### config.mk
export PLATFORM = sky130hd
export DESIGN_NAME = axi_aw_credit_slice_flat
export DESIGN_NICKNAME = d
export VERILOG_FILES = /design/src/rtl/axi_aw_credit_slice_pkg.sv /design/src/rtl/axi_aw.sv /design/src/rtl/axi_skid_buffer.sv /design/src/rtl/axi_aw_credit_slice.sv /design/src/flat_wrapper.sv
export SDC_FILE = /design/constraint.sdc
export NUM_CORES = 1
export LEC_CHECK = 0
export ABC_CLOCK_PERIOD_IN_PS = 2200
export BUFFER_PORTS_ARGS = -buffer_cell sky130_fd_sc_hd__buf_2
export CORE_AREA = 10 10 124 126
export CTS_CLUSTER_DIAMETER = 60
export DETAILED_ROUTE_END_ITERATION = 8
export DIE_AREA = 0 0 134 136
export GPL_TIMING_DRIVEN = 0
export PLACE_DENSITY = 0.71
export SETUP_SLACK_MARGIN = 0.02
export SLEW_MARGIN = 5
export SYNTH_ARGS = -nofsm -noshare
export SYNTH_HDL_FRONTEND = slang
export SYNTH_HIERARCHICAL = 1
export SYNTH_SLANG_ARGS = --single-unit
### constraint.sdc
create_clock -name clk_i -period 2.2 [get_ports clk_i]
set_clock_uncertainty 0.2 [all_clocks]
set_input_delay 0.11 -clock clk_i [delete_from_list [all_inputs] [get_ports clk_i]]
set_output_delay 0.11 -clock clk_i [all_outputs]
set_load 0.005 [all_outputs]
### src/rtl/axi_aw_credit_slice_pkg.sv
// Shared AW-channel types for the credit slice: payload struct, bus widths and
// helpers that gather/scatter the individual AW fields.
package axi_aw_credit_slice_pkg;

  localparam int BUS_ID_W = 4;
  localparam int PADDR    = 32;

  typedef struct packed {
    logic [BUS_ID_W-1:0] awid;
    logic [PADDR-1:0]    awaddr;
    logic [7:0]          awlen;
    logic [2:0]          awsize;
    logic [1:0]          awburst;
    logic                awlock;
    logic [3:0]          awcache;
    logic [2:0]          awprot;
    logic [3:0]          awqos;
    logic [3:0]          awregion;
  } axi_aw_payload_t;

  function automatic axi_aw_payload_t pack_aw(
    input logic [BUS_ID_W-1:0] id,
    input logic [PADDR-1:0]    addr,
    input logic [7:0]          len,
    input logic [2:0]          size,
    input logic [1:0]          burst,
    input logic                lock,
    input logic [3:0]          cache,
    input logic [2:0]          prot,
    input logic [3:0]          qos,
    input logic [3:0]          region
  );
    axi_aw_payload_t p;
    p.awid     = id;
    p.awaddr   = addr;
    p.awlen    = len;
    p.awsize   = size;
    p.awburst  = burst;
    p.awlock   = lock;
    p.awcache  = cache;
    p.awprot   = prot;
    p.awqos    = qos;
    p.awregion = region;
    return p;
  endfunction

  function automatic void unpack_aw(
    input  axi_aw_payload_t     p,
    output logic [BUS_ID_W-1:0] id,
    output logic [PADDR-1:0]    addr,
    output logic [7:0]          len,
    output logic [2:0]          size,
    output logic [1:0]          burst,
    output logic                lock,
    output logic [3:0]          cache,
    output logic [2:0]          prot,
    output logic [3:0]          qos,
    output logic [3:0]          region
  );
    id     = p.awid;
    addr   = p.awaddr;
    len    = p.awlen;
    size   = p.awsize;
    burst  = p.awburst;
    lock   = p.awlock;
    cache  = p.awcache;
    prot   = p.awprot;
    qos    = p.awqos;
    region = p.awregion;
  endfunction

endpackage

### src/rtl/axi_aw.sv
// AXI write-address channel bundle. A beat transfers on a cycle where
// awvalid && awready; the master holds awvalid and the payload stable until then.
interface axi_aw;
  import axi_aw_credit_slice_pkg::*;

  logic                awvalid;
  logic                awready;
  logic [BUS_ID_W-1:0] awid;
  logic [PADDR-1:0]    awaddr;
  logic [7:0]          awlen;
  logic [2:0]          awsize;
  logic [1:0]          awburst;
  logic                awlock;
  logic [3:0]          awcache;
  logic [2:0]          awprot;
  logic [3:0]          awqos;
  logic [3:0]          awregion;

  modport master (
    output awvalid, awid, awaddr, awlen, awsize, awburst, awlock, awcache,
           awprot, awqos, awregion,
    input  awready
  );

  modport slave (
    input  awvalid, awid, awaddr, awlen, awsize, awburst, awlock, awcache,
           awprot, awqos, awregion,
    output awready
  );
endinterface

### src/rtl/axi_skid_buffer.sv
// Two-entry skid buffer with a registered upstream ready; acc_en_i gates the
// ready for the next cycle so an external credit counter can throttle intake.
module axi_skid_buffer #(
  parameter type T = logic
) (
  input  logic clk_i,
  input  logic arst_n,
  input  logic s_valid_i,
  output logic s_ready_o,
  input  T     s_data_i,
  input  logic acc_en_i,
  output logic m_valid_o,
  input  logic m_ready_i,
  output T     m_data_o,
  output logic acc_o,
  output logic out_valid_o,
  output logic skid_valid_o
);

  logic out_valid_q, out_valid_d;
  logic skid_valid_q, skid_valid_d;
  logic rdy_q, rdy_d;
  logic snd;
  T     out_data_q, out_data_d;
  T     skid_data_q, skid_data_d;

  assign acc_o = s_valid_i & rdy_q;
  assign snd   = out_valid_q & m_ready_i;

  always_comb begin
    out_valid_d  = out_valid_q;
    skid_valid_d = skid_valid_q;
    out_data_d   = out_data_q;
    skid_data_d  = skid_data_q;
    if (!out_valid_q) begin
      if (acc_o) begin
        out_valid_d = 1'b1;
        out_data_d  = s_data_i;
      end
    end else if (snd) begin
      // Ready was low whenever the skid is full, so acc cannot collide here.
      if (skid_valid_q) begin
        out_data_d   = skid_data_q;
        skid_valid_d = 1'b0;
      end else if (acc_o) begin
        out_data_d = s_data_i;
      end else begin
        out_valid_d = 1'b0;
      end
    end else if (acc_o) begin
      skid_valid_d = 1'b1;
      skid_data_d  = s_data_i;
    end
  end

  assign rdy_d = !skid_valid_d && acc_en_i;

  always_ff @(posedge clk_i or negedge arst_n) begin
    if (!arst_n) begin
      out_valid_q  <= 1'b0;
      skid_valid_q <= 1'b0;
      rdy_q        <= 1'b0;
      out_data_q   <= '0;
      skid_data_q  <= '0;
    end else begin
      out_valid_q  <= out_valid_d;
      skid_valid_q <= skid_valid_d;
      rdy_q        <= rdy_d;
      out_data_q   <= out_data_d;
      skid_data_q  <= skid_data_d;
    end
  end

  assign s_ready_o    = rdy_q;
  assign m_valid_o    = out_valid_q;
  assign m_data_o     = out_data_q;
  assign out_valid_o  = out_valid_q;
  assign skid_valid_o = skid_valid_q;

endmodule

### src/rtl/axi_aw_credit_slice.sv
// Registered AW slice that caps accepted-but-unresponded writes at
// MAX_OUTSTANDING and reports idle/underflow for fence logic.
module axi_aw_credit_slice
  import axi_aw_credit_slice_pkg::*;
#(
  parameter  int MAX_OUTSTANDING = 4,
  localparam int CNT_W           = $clog2(MAX_OUTSTANDING + 1)
) (
  input  logic             clk_i,
  input  logic             arst_n,
  axi_aw.slave             s_aw,
  axi_aw.master            m_aw,
  input  logic             b_hs_i,
  output logic [CNT_W-1:0] outstanding_o,
  output logic             idle_o,
  output logic             underflow_o
);

  localparam logic [CNT_W-1:0] MAX_CNT = CNT_W'(MAX_OUTSTANDING);

  axi_aw_payload_t  in_pl;
  axi_aw_payload_t  out_pl;
  logic             acc, dec, acc_en;
  logic             m_valid, s_ready;
  logic             out_valid, skid_valid;
  logic [CNT_W-1:0] count_q, count_d;
  logic             underflow_q, underflow_d;

  assign in_pl = pack_aw(s_aw.awid, s_aw.awaddr, s_aw.awlen, s_aw.awsize,
                         s_aw.awburst, s_aw.awlock, s_aw.awcache, s_aw.awprot,
                         s_aw.awqos, s_aw.awregion);

  axi_skid_buffer #(.T(axi_aw_payload_t)) u_skid (
    .clk_i        (clk_i),
    .arst_n       (arst_n),
    .s_valid_i    (s_aw.awvalid),
    .s_ready_o    (s_ready),
    .s_data_i     (in_pl),
    .acc_en_i     (acc_en),
    .m_valid_o    (m_valid),
    .m_ready_i    (m_aw.awready),
    .m_data_o     (out_pl),
    .acc_o        (acc),
    .out_valid_o  (out_valid),
    .skid_valid_o (skid_valid)
  );

  // A credit is taken at upstream acceptance, not at downstream send.
  always_comb begin
    dec         = b_hs_i & (count_q != '0);
    count_d     = count_q + CNT_W'(acc) - CNT_W'(dec);
    underflow_d = underflow_q | (b_hs_i & (count_q == '0));
  end

  assign acc_en = (count_d < MAX_CNT);

  always_ff @(posedge clk_i or negedge arst_n) begin
    if (!arst_n) begin
      count_q     <= '0;
      underflow_q <= 1'b0;
    end else begin
      count_q     <= count_d;
      underflow_q <= underflow_d;
    end
  end

  assign s_aw.awready  = s_ready;
  assign m_aw.awvalid  = m_valid;
  assign m_aw.awid     = out_pl.awid;
  assign m_aw.awaddr   = out_pl.awaddr;
  assign m_aw.awlen    = out_pl.awlen;
  assign m_aw.awsize   = out_pl.awsize;
  assign m_aw.awburst  = out_pl.awburst;
  assign m_aw.awlock   = out_pl.awlock;
  assign m_aw.awcache  = out_pl.awcache;
  assign m_aw.awprot   = out_pl.awprot;
  assign m_aw.awqos    = out_pl.awqos;
  assign m_aw.awregion = out_pl.awregion;

  assign outstanding_o = count_q;
  assign idle_o        = !out_valid && !skid_valid && (count_q == '0);
  assign underflow_o   = underflow_q;

endmodule

### src/flat_wrapper.sv
// flat-port wrapper written by rule: the top's interface ports become plain ports
module axi_aw_credit_slice_flat import axi_aw_credit_slice_pkg::*;
#(
  parameter  int MAX_OUTSTANDING = 4,
  localparam int CNT_W           = $clog2(MAX_OUTSTANDING + 1)
)
  (clk_i, arst_n, b_hs_i, outstanding_o, idle_o, underflow_o, s_aw_awvalid, s_aw_awid, s_aw_awaddr, s_aw_awlen, s_aw_awsize, s_aw_awburst, s_aw_awlock, s_aw_awcache, s_aw_awprot, s_aw_awqos, s_aw_awregion, s_aw_awready, m_aw_awvalid, m_aw_awid, m_aw_awaddr, m_aw_awlen, m_aw_awsize, m_aw_awburst, m_aw_awlock, m_aw_awcache, m_aw_awprot, m_aw_awqos, m_aw_awregion, m_aw_awready);
  axi_aw s_aw_i ();
  axi_aw m_aw_i ();
  input  logic clk_i;
  input  logic arst_n;
  input  logic b_hs_i;
  output logic [CNT_W-1:0] outstanding_o;
  output logic idle_o;
  output logic underflow_o;
  input wire logic [$bits(s_aw_i.awvalid)-1:0] s_aw_awvalid;
  input wire logic [$bits(s_aw_i.awid)-1:0] s_aw_awid;
  input wire logic [$bits(s_aw_i.awaddr)-1:0] s_aw_awaddr;
  input wire logic [$bits(s_aw_i.awlen)-1:0] s_aw_awlen;
  input wire logic [$bits(s_aw_i.awsize)-1:0] s_aw_awsize;
  input wire logic [$bits(s_aw_i.awburst)-1:0] s_aw_awburst;
  input wire logic [$bits(s_aw_i.awlock)-1:0] s_aw_awlock;
  input wire logic [$bits(s_aw_i.awcache)-1:0] s_aw_awcache;
  input wire logic [$bits(s_aw_i.awprot)-1:0] s_aw_awprot;
  input wire logic [$bits(s_aw_i.awqos)-1:0] s_aw_awqos;
  input wire logic [$bits(s_aw_i.awregion)-1:0] s_aw_awregion;
  output wire logic [$bits(s_aw_i.awready)-1:0] s_aw_awready;
  output wire logic [$bits(m_aw_i.awvalid)-1:0] m_aw_awvalid;
  output wire logic [$bits(m_aw_i.awid)-1:0] m_aw_awid;
  output wire logic [$bits(m_aw_i.awaddr)-1:0] m_aw_awaddr;
  output wire logic [$bits(m_aw_i.awlen)-1:0] m_aw_awlen;
  output wire logic [$bits(m_aw_i.awsize)-1:0] m_aw_awsize;
  output wire logic [$bits(m_aw_i.awburst)-1:0] m_aw_awburst;
  output wire logic [$bits(m_aw_i.awlock)-1:0] m_aw_awlock;
  output wire logic [$bits(m_aw_i.awcache)-1:0] m_aw_awcache;
  output wire logic [$bits(m_aw_i.awprot)-1:0] m_aw_awprot;
  output wire logic [$bits(m_aw_i.awqos)-1:0] m_aw_awqos;
  output wire logic [$bits(m_aw_i.awregion)-1:0] m_aw_awregion;
  input wire logic [$bits(m_aw_i.awready)-1:0] m_aw_awready;
  assign s_aw_i.awvalid = s_aw_awvalid;
  assign s_aw_i.awid = s_aw_awid;
  assign s_aw_i.awaddr = s_aw_awaddr;
  assign s_aw_i.awlen = s_aw_awlen;
  assign s_aw_i.awsize = s_aw_awsize;
  assign s_aw_i.awburst = s_aw_awburst;
  assign s_aw_i.awlock = s_aw_awlock;
  assign s_aw_i.awcache = s_aw_awcache;
  assign s_aw_i.awprot = s_aw_awprot;
  assign s_aw_i.awqos = s_aw_awqos;
  assign s_aw_i.awregion = s_aw_awregion;
  assign s_aw_awready = s_aw_i.awready;
  assign m_aw_awvalid = m_aw_i.awvalid;
  assign m_aw_awid = m_aw_i.awid;
  assign m_aw_awaddr = m_aw_i.awaddr;
  assign m_aw_awlen = m_aw_i.awlen;
  assign m_aw_awsize = m_aw_i.awsize;
  assign m_aw_awburst = m_aw_i.awburst;
  assign m_aw_awlock = m_aw_i.awlock;
  assign m_aw_awcache = m_aw_i.awcache;
  assign m_aw_awprot = m_aw_i.awprot;
  assign m_aw_awqos = m_aw_i.awqos;
  assign m_aw_awregion = m_aw_i.awregion;
  assign m_aw_i.awready = m_aw_awready;
  axi_aw_credit_slice #(.MAX_OUTSTANDING(MAX_OUTSTANDING)) u_core (.clk_i(clk_i), .arst_n(arst_n), .s_aw(s_aw_i), .m_aw(m_aw_i), .b_hs_i(b_hs_i), .outstanding_o(outstanding_o), .idle_o(idle_o), .underflow_o(underflow_o));
endmodule
======== Word level (Yosys, flattened, before mapping) ========
Index checks and enable logic that the tools add are counted.
operators by class
  reduce and logical (&&, ||, !) cells .... 9
  divide/modulo/power cells ............... 0
  bitwise gates (word level) .............. 6
  $add $sub $neg .......................... 2
  $lt $le $gt $ge ......................... 1
  multiplexer cells ....................... 11
  equality and inequality tests ........... 1
  multipliers ............................. 0
  shift operators ......................... 0
operators with widths
  cell                                                              count
  65-bit 2-to-1 mux                                                 4
  1-bit 2-to-1 mux                                                  7
  1-bit AND                                                         4
  3-bit by 1-bit adder with 3-bit output                            1
  1-bit logical AND                                                 3
  1-bit logical NOT                                                 3
  3-bit logical NOT                                                 1
  3-bit < comparator (second input constant)                        1
  3-bit AND reduction                                               1
  3-bit nonzero test                                                1
  3-bit by 1-bit subtractor with 3-bit output                       1
  2-bit by 1-bit != test with 1-bit output (second input constant)  1
  1-bit inverter                                                    1
  1-bit bitwise OR                                                  1
word-level totals
  memories kept ........................... 0
  register bits after elaboration ......... 137
  ROM bits ................................ 0
  memory bits (writable) .................. 0
  output and inout bits ................... 72
  bits in latches ......................... 0

======== Longest topological paths before layout ========
  depth in word-level cells ............... 6
  depth in mapped cells ................... 10
  mapped depth without buffers ............ 10

======== By module ========
Netlist, hierarchy kept.
by module, submodules not included
  module               times used  area each (um2)  cells each
  axi_skid_buffer      1           5948.2           362
  axi_aw_credit_slice  1           234.0            18

======== Worst setup path after synthesis ========
Ideal clock, no wire load.
  kind .................................... flip-flop to flip-flop
  from .................................... reg u_core.count_q[1], in the netlist u_core/outstanding_o[1]
  to ...................................... reg u_core.u_skid.rdy_q, in the netlist u_core/u_skid/s_ready_o
  slack ................................... -0.226 ns
  clock period less this slack ............ 2.426 ns
  arrival time ............................ 2.103 ns
  library setup time ...................... 0.122 ns
  stages on the path, launching flop included .. 10
  path through ............................ dfrtp_1 -> nor3_2 -> and2b_2 -> ha_1 -> inv_1 -> ha_1 -> fa_1 -> xnor2_2 -> xnor2_1 -> nor2b_1
between the ends
  cells in the longest elaborated chain, start to end .. 5
  elaborated cells on any way between the ends .. 6
  those cells by class .................... 2 x add/sub; 1 x order compare; 1 x bitwise; 2 x reduce/logical
ends and longest elaborated chain
  item                                                                            line                       RTL
  start, declared                                                                 axi_aw_credit_slice.sv:26  logic [CNT_W-1:0] count_q, count_d;
  start signal, assigned                                                          axi_aw_credit_slice.sv:62  count_q <= count_d;
  branches (longest 2 deep; another with 3-bit by 1-bit adder with 3-bit output)  -
  3-bit by 1-bit subtractor with 3-bit output *                                   axi_aw_credit_slice.sv:51  count_d = count_q + CNT_W'(acc) - CNT_W'(dec);
  3-bit < comparator *                                                            axi_aw_credit_slice.sv:55  assign acc_en = (count_d < MAX_CNT);
  via u_core.acc_en                                                               axi_aw_credit_slice.sv:23  logic acc, dec, acc_en;
  1-bit logical AND *                                                             axi_skid_buffer.sv:56      assign rdy_d = !skid_valid_d && acc_en_i;
  via u_core.u_skid.rdy_d                                                         axi_skid_buffer.sv:22      logic rdy_q, rdy_d;
  end signal, assigned                                                            axi_skid_buffer.sv:68      rdy_q <= rdy_d;
  end, declared                                                                   axi_skid_buffer.sv:22
Mark *: on every way through the listed nets, which the timed path passes.
A chain may end at the register's enable or synchronous reset.

======== Worst setup path after layout ========
  from .................................... reg u_core.count_q[0], in the netlist u_core/outstanding_o[0]
  to ...................................... reg u_core.u_skid.rdy_q, in the netlist u_core/u_skid/s_ready_o
Same word-level chain as after synthesis.

==> results by group <==
Floorplan
  – Die height: 136 um
  – Chip Width: 134 um
  – Die Area: 18,220 um2
  – Cell Rows: 42
  – Core area: 12,980 um2
  – I/O pin total: 142
  – Starting Density: 0.4763

Finish
  – Share of layout cells above drive strength 1: 0.6427
  – # diodes: 0
  – Non-Filler Instances: 803
  – Final Cell Area: 8512 um2
  – # nets final: 687
  – Area Overhead vs Synth: 37.68%

Placed design
  – Placed Cells: 698
  – Port Buffers: 141
  – Placed cell area: 7147 um2
  – Gpl congestion: 0.7476
  – Hpwl dp: 9658 um

Route
  – Wirelength per Cell: 17.57 um
  – Initial DRC Count: 130
  – DR DRC count: 0
  – Vias: 3,941
  – ANT nets after route: 0
  – Wirelength, routed: 14,110 um
  – Vias per cell: 4.908
  – First-pass detailed-route iteration total: 4

Critical path
  – Crit path buf inv count: 1
  – Worst path arrival time: 2.61 ns
  – Flop2flop setup slack: -0.27 ns
  – CP max stage cell: dfrtp_1
  – CP Max Fanout: 3
  – Worst setup path class: flop to flop
  – CP Launch Point: u_core/outstanding_o[0]$_DFF_PN0_
  – Crit-path leading delay family: adder cells
  – Setup crit start kind: flop
  – CP Cell Sequence: nor3_2, and2b_2, ha_4, inv_2, ha_2, fa_2, xnor2_2, xnor2_1, nor2b_1
  – Worst Path Required: 2.34 ns
  – Crit path capture type: flop
  – Crit path largest cell delay: 0.41 ns
  – Crit Reg-Reg Startpoint: u_core/outstanding_o[0]$_DFF_PN0_

Clocking
  – TritonCTS buffer count: 17
  – CTS tree: built
  – Worst-Skew Late Latency: 0.41 ns
  – Clk root buf: clkbuf_16
  – Num Clock Sinks: 137
  – Max clock buf depth: 2
  – H-Tree Depth: 4
  – Clk slew on worst S/H paths: 0.06 ns

Power and ir drop
  – P_leak: 4.136 nW
  – Worst VDD drop: 0.9156 mV
  – Final Power: 11.52 mW
  – Pwr dens: 1354 nW/um2

Timing
  – Final setup fails: 2
  – Final WS setup: -0.2661 ns
  – RSZ-0062 raised after global routing: yes
  – Worst Max-Slew Pin Slew: 0.5511 ns
  – Period utilization: 1.121
  – Hold Vio Cnt, Final: 0
  – Final max-slew violation count: 0
  – Max Clock Freq: 405.5 MHz
  – Slew HR: 0.6326
  – Final min period: 2.466 ns

GRT
  – Total track usage: 0.1588
  – Largest net degree at the start of global routing: 79
  – Gr ovfl total: 0
  – First-pass GRT wire length: 22,850 um
  – Vias in the first global route: 4,507
  – Initial antenna violation count: 0

Synth
  – FF+latch count, synth: 137
  – Ys Warns: 6
  – Synthesized area per cell: 16.27 um2
  – Number of distinct library cells after synthesis: 22
  – Mapped Nets: 453
  – Post-Syn Area: 6182 um2
  – Seq/Total Area, Yosys: 0.5545
  – Post-Syn Instances: 380

Min path
  – Worst min path class: input pin to asynchronous set/reset pin

Run status
  – Run status: complete, but fails checks
  – Failing checks: negative setup slack

Job
  – Max_cap viols: 0
## per-layer routing
metal | vias up | GRT usage | part of all wire
met5 | - | 0 | 0
li1 | 1829 | - | -
met2 | 112 | 0.2781 | 0.52
met1 | 1982 | 0.1662 | 0.40
met3 | 18 | 0.07269 | 0.075
met4 | 0 | 0.05320 | 0.012
## stage by stage
step	hold slack, ns	setup WS, ns	TNS (ns)	utilization
final	0.04742	-0.2661	-0.5241	0.6558
after global routing	0.08793	-0.3678	-0.6892	0.6558
after CTS	0.05298	-0.2615	-0.4784	0.6542
after detailed placement	-0.07754	-0.2801	-0.4006	0.5506
after global placement	0.1314	-0.9845	-133.79	0.5480
after floorplan	-0.3856	-0.1375	-0.1652	-
## synth_stat cells
cell | instances | share of area
inv_1 | 6 | 0.0036
buf_2 | 4 | 0.0032
and2b_2 | 1 | 0.0014
mux2_2 | 145 | 0.26
nand2_1 | 3 | 0.0018
o21ai_0 | 1 | 0.00081
nor3_2 | 1 | 0.0016
a21o_2 | 1 | 0.0014
nor3b_2 | 1 | 0.0020
mux2_4 | 50 | 0.12
dfrtp_1 | 137 | 0.55
nor2b_1 | 1 | 0.0010
ha_1 | 2 | 0.0040
xnor2_2 | 1 | 0.0026
buf_6 | 6 | 0.011
xnor2_1 | 2 | 0.0028
a21oi_1 | 2 | 0.0016
nand3_1 | 1 | 0.00081
buf_4 | 12 | 0.015
and2b_1 | 1 | 0.0012
a31oi_1 | 1 | 0.0010
fa_1 | 1 | 0.0032
## flip-flops by register name, indices dropped and copies added (netlist names)
signal                      count
u_core/u_skid/m_data_o         65
u_core/u_skid/m_valid_o         1
u_core/underflow_o              1
u_core/u_skid/skid_data_q      65
u_core/u_skid/s_ready_o         1
u_core/u_skid/skid_valid_o      1
u_core/outstanding_o            3
## report_power, final
part           switching, mW  leakage (nW)  internal, mW
clock                   1.01         0.308          1.91
sequential             0.684          1.64          3.81
combinational           1.54          2.18          2.57
## timing repair
action	in CTS	in global routing
gates resized for setup	0	3
setup buffers	3	0
hold endpoints to repair	271	0
setup endpoints to repair	2	2
hold buffers	70	0
pin swaps	2	2
## final timing paths
check                                                            end  cells after the start
min in group clk_i                      u_core/underflow_o$_DFF_PN0_                      1
max in group asynchronous  u_core/u_skid/skid_data_q[58]$_DFFE_PN0P_                      3
max reg2reg                        u_core/u_skid/s_ready_o$_DFF_PN0_                      9
max                                u_core/u_skid/s_ready_o$_DFF_PN0_                      9
min reg2reg                             u_core/underflow_o$_DFF_PN0_                      1
min                           u_core/u_skid/m_data_o[40]$_DFFE_PN0P_                      2
## final cells by class
type	instances	area, um2
plain buffers	22	177.7
clock buffers	26	539.3
clock inverters	6	82.58
fillers	958	4468
inverters	6	22.52
multi-input cells	215	2579
flip-flops and latches	137	3428
well taps	176	220.2
repair buffers	215	1463
## kinds of logic after synthesis
kind of cell | after synthesis | share of synthesized area
AO/OA/AOI/OAI | 5 | 0.004858
XOR/XNOR | 3 | 0.005466
adder cells (fa/ha/maj) | 3 | 0.007285
buffers and inverters | 28 | 0.03238
flip-flops | 137 | 0.5545
multiplexers | 195 | 0.3856
AND/OR/NAND/NOR | 9 | 0.009917
## layout by cell type (no fill, tap or decap), types with 2 or more instances in the layout
cell type | synthesis | layout
buf_4 | 12 | 15
dfrtp_1 | 137 | 137
buf_6 | 6 | 7
xnor2_2 | 1 | 2
nand2_1 | 3 | 3
mux2_4 | 50 | 50
clkbuf_8 | 0 | 8
bufinv_16 | 0 | 2
a21oi_1 | 2 | 2
clkinv_2 | 0 | 3
inv_1 | 6 | 5
clkbuf_16 | 0 | 17
mux2_2 | 145 | 145
dlygate4sd3_1 | 0 | 70
buf_2 | 4 | 144
Power figures use the tool's default switching activity.
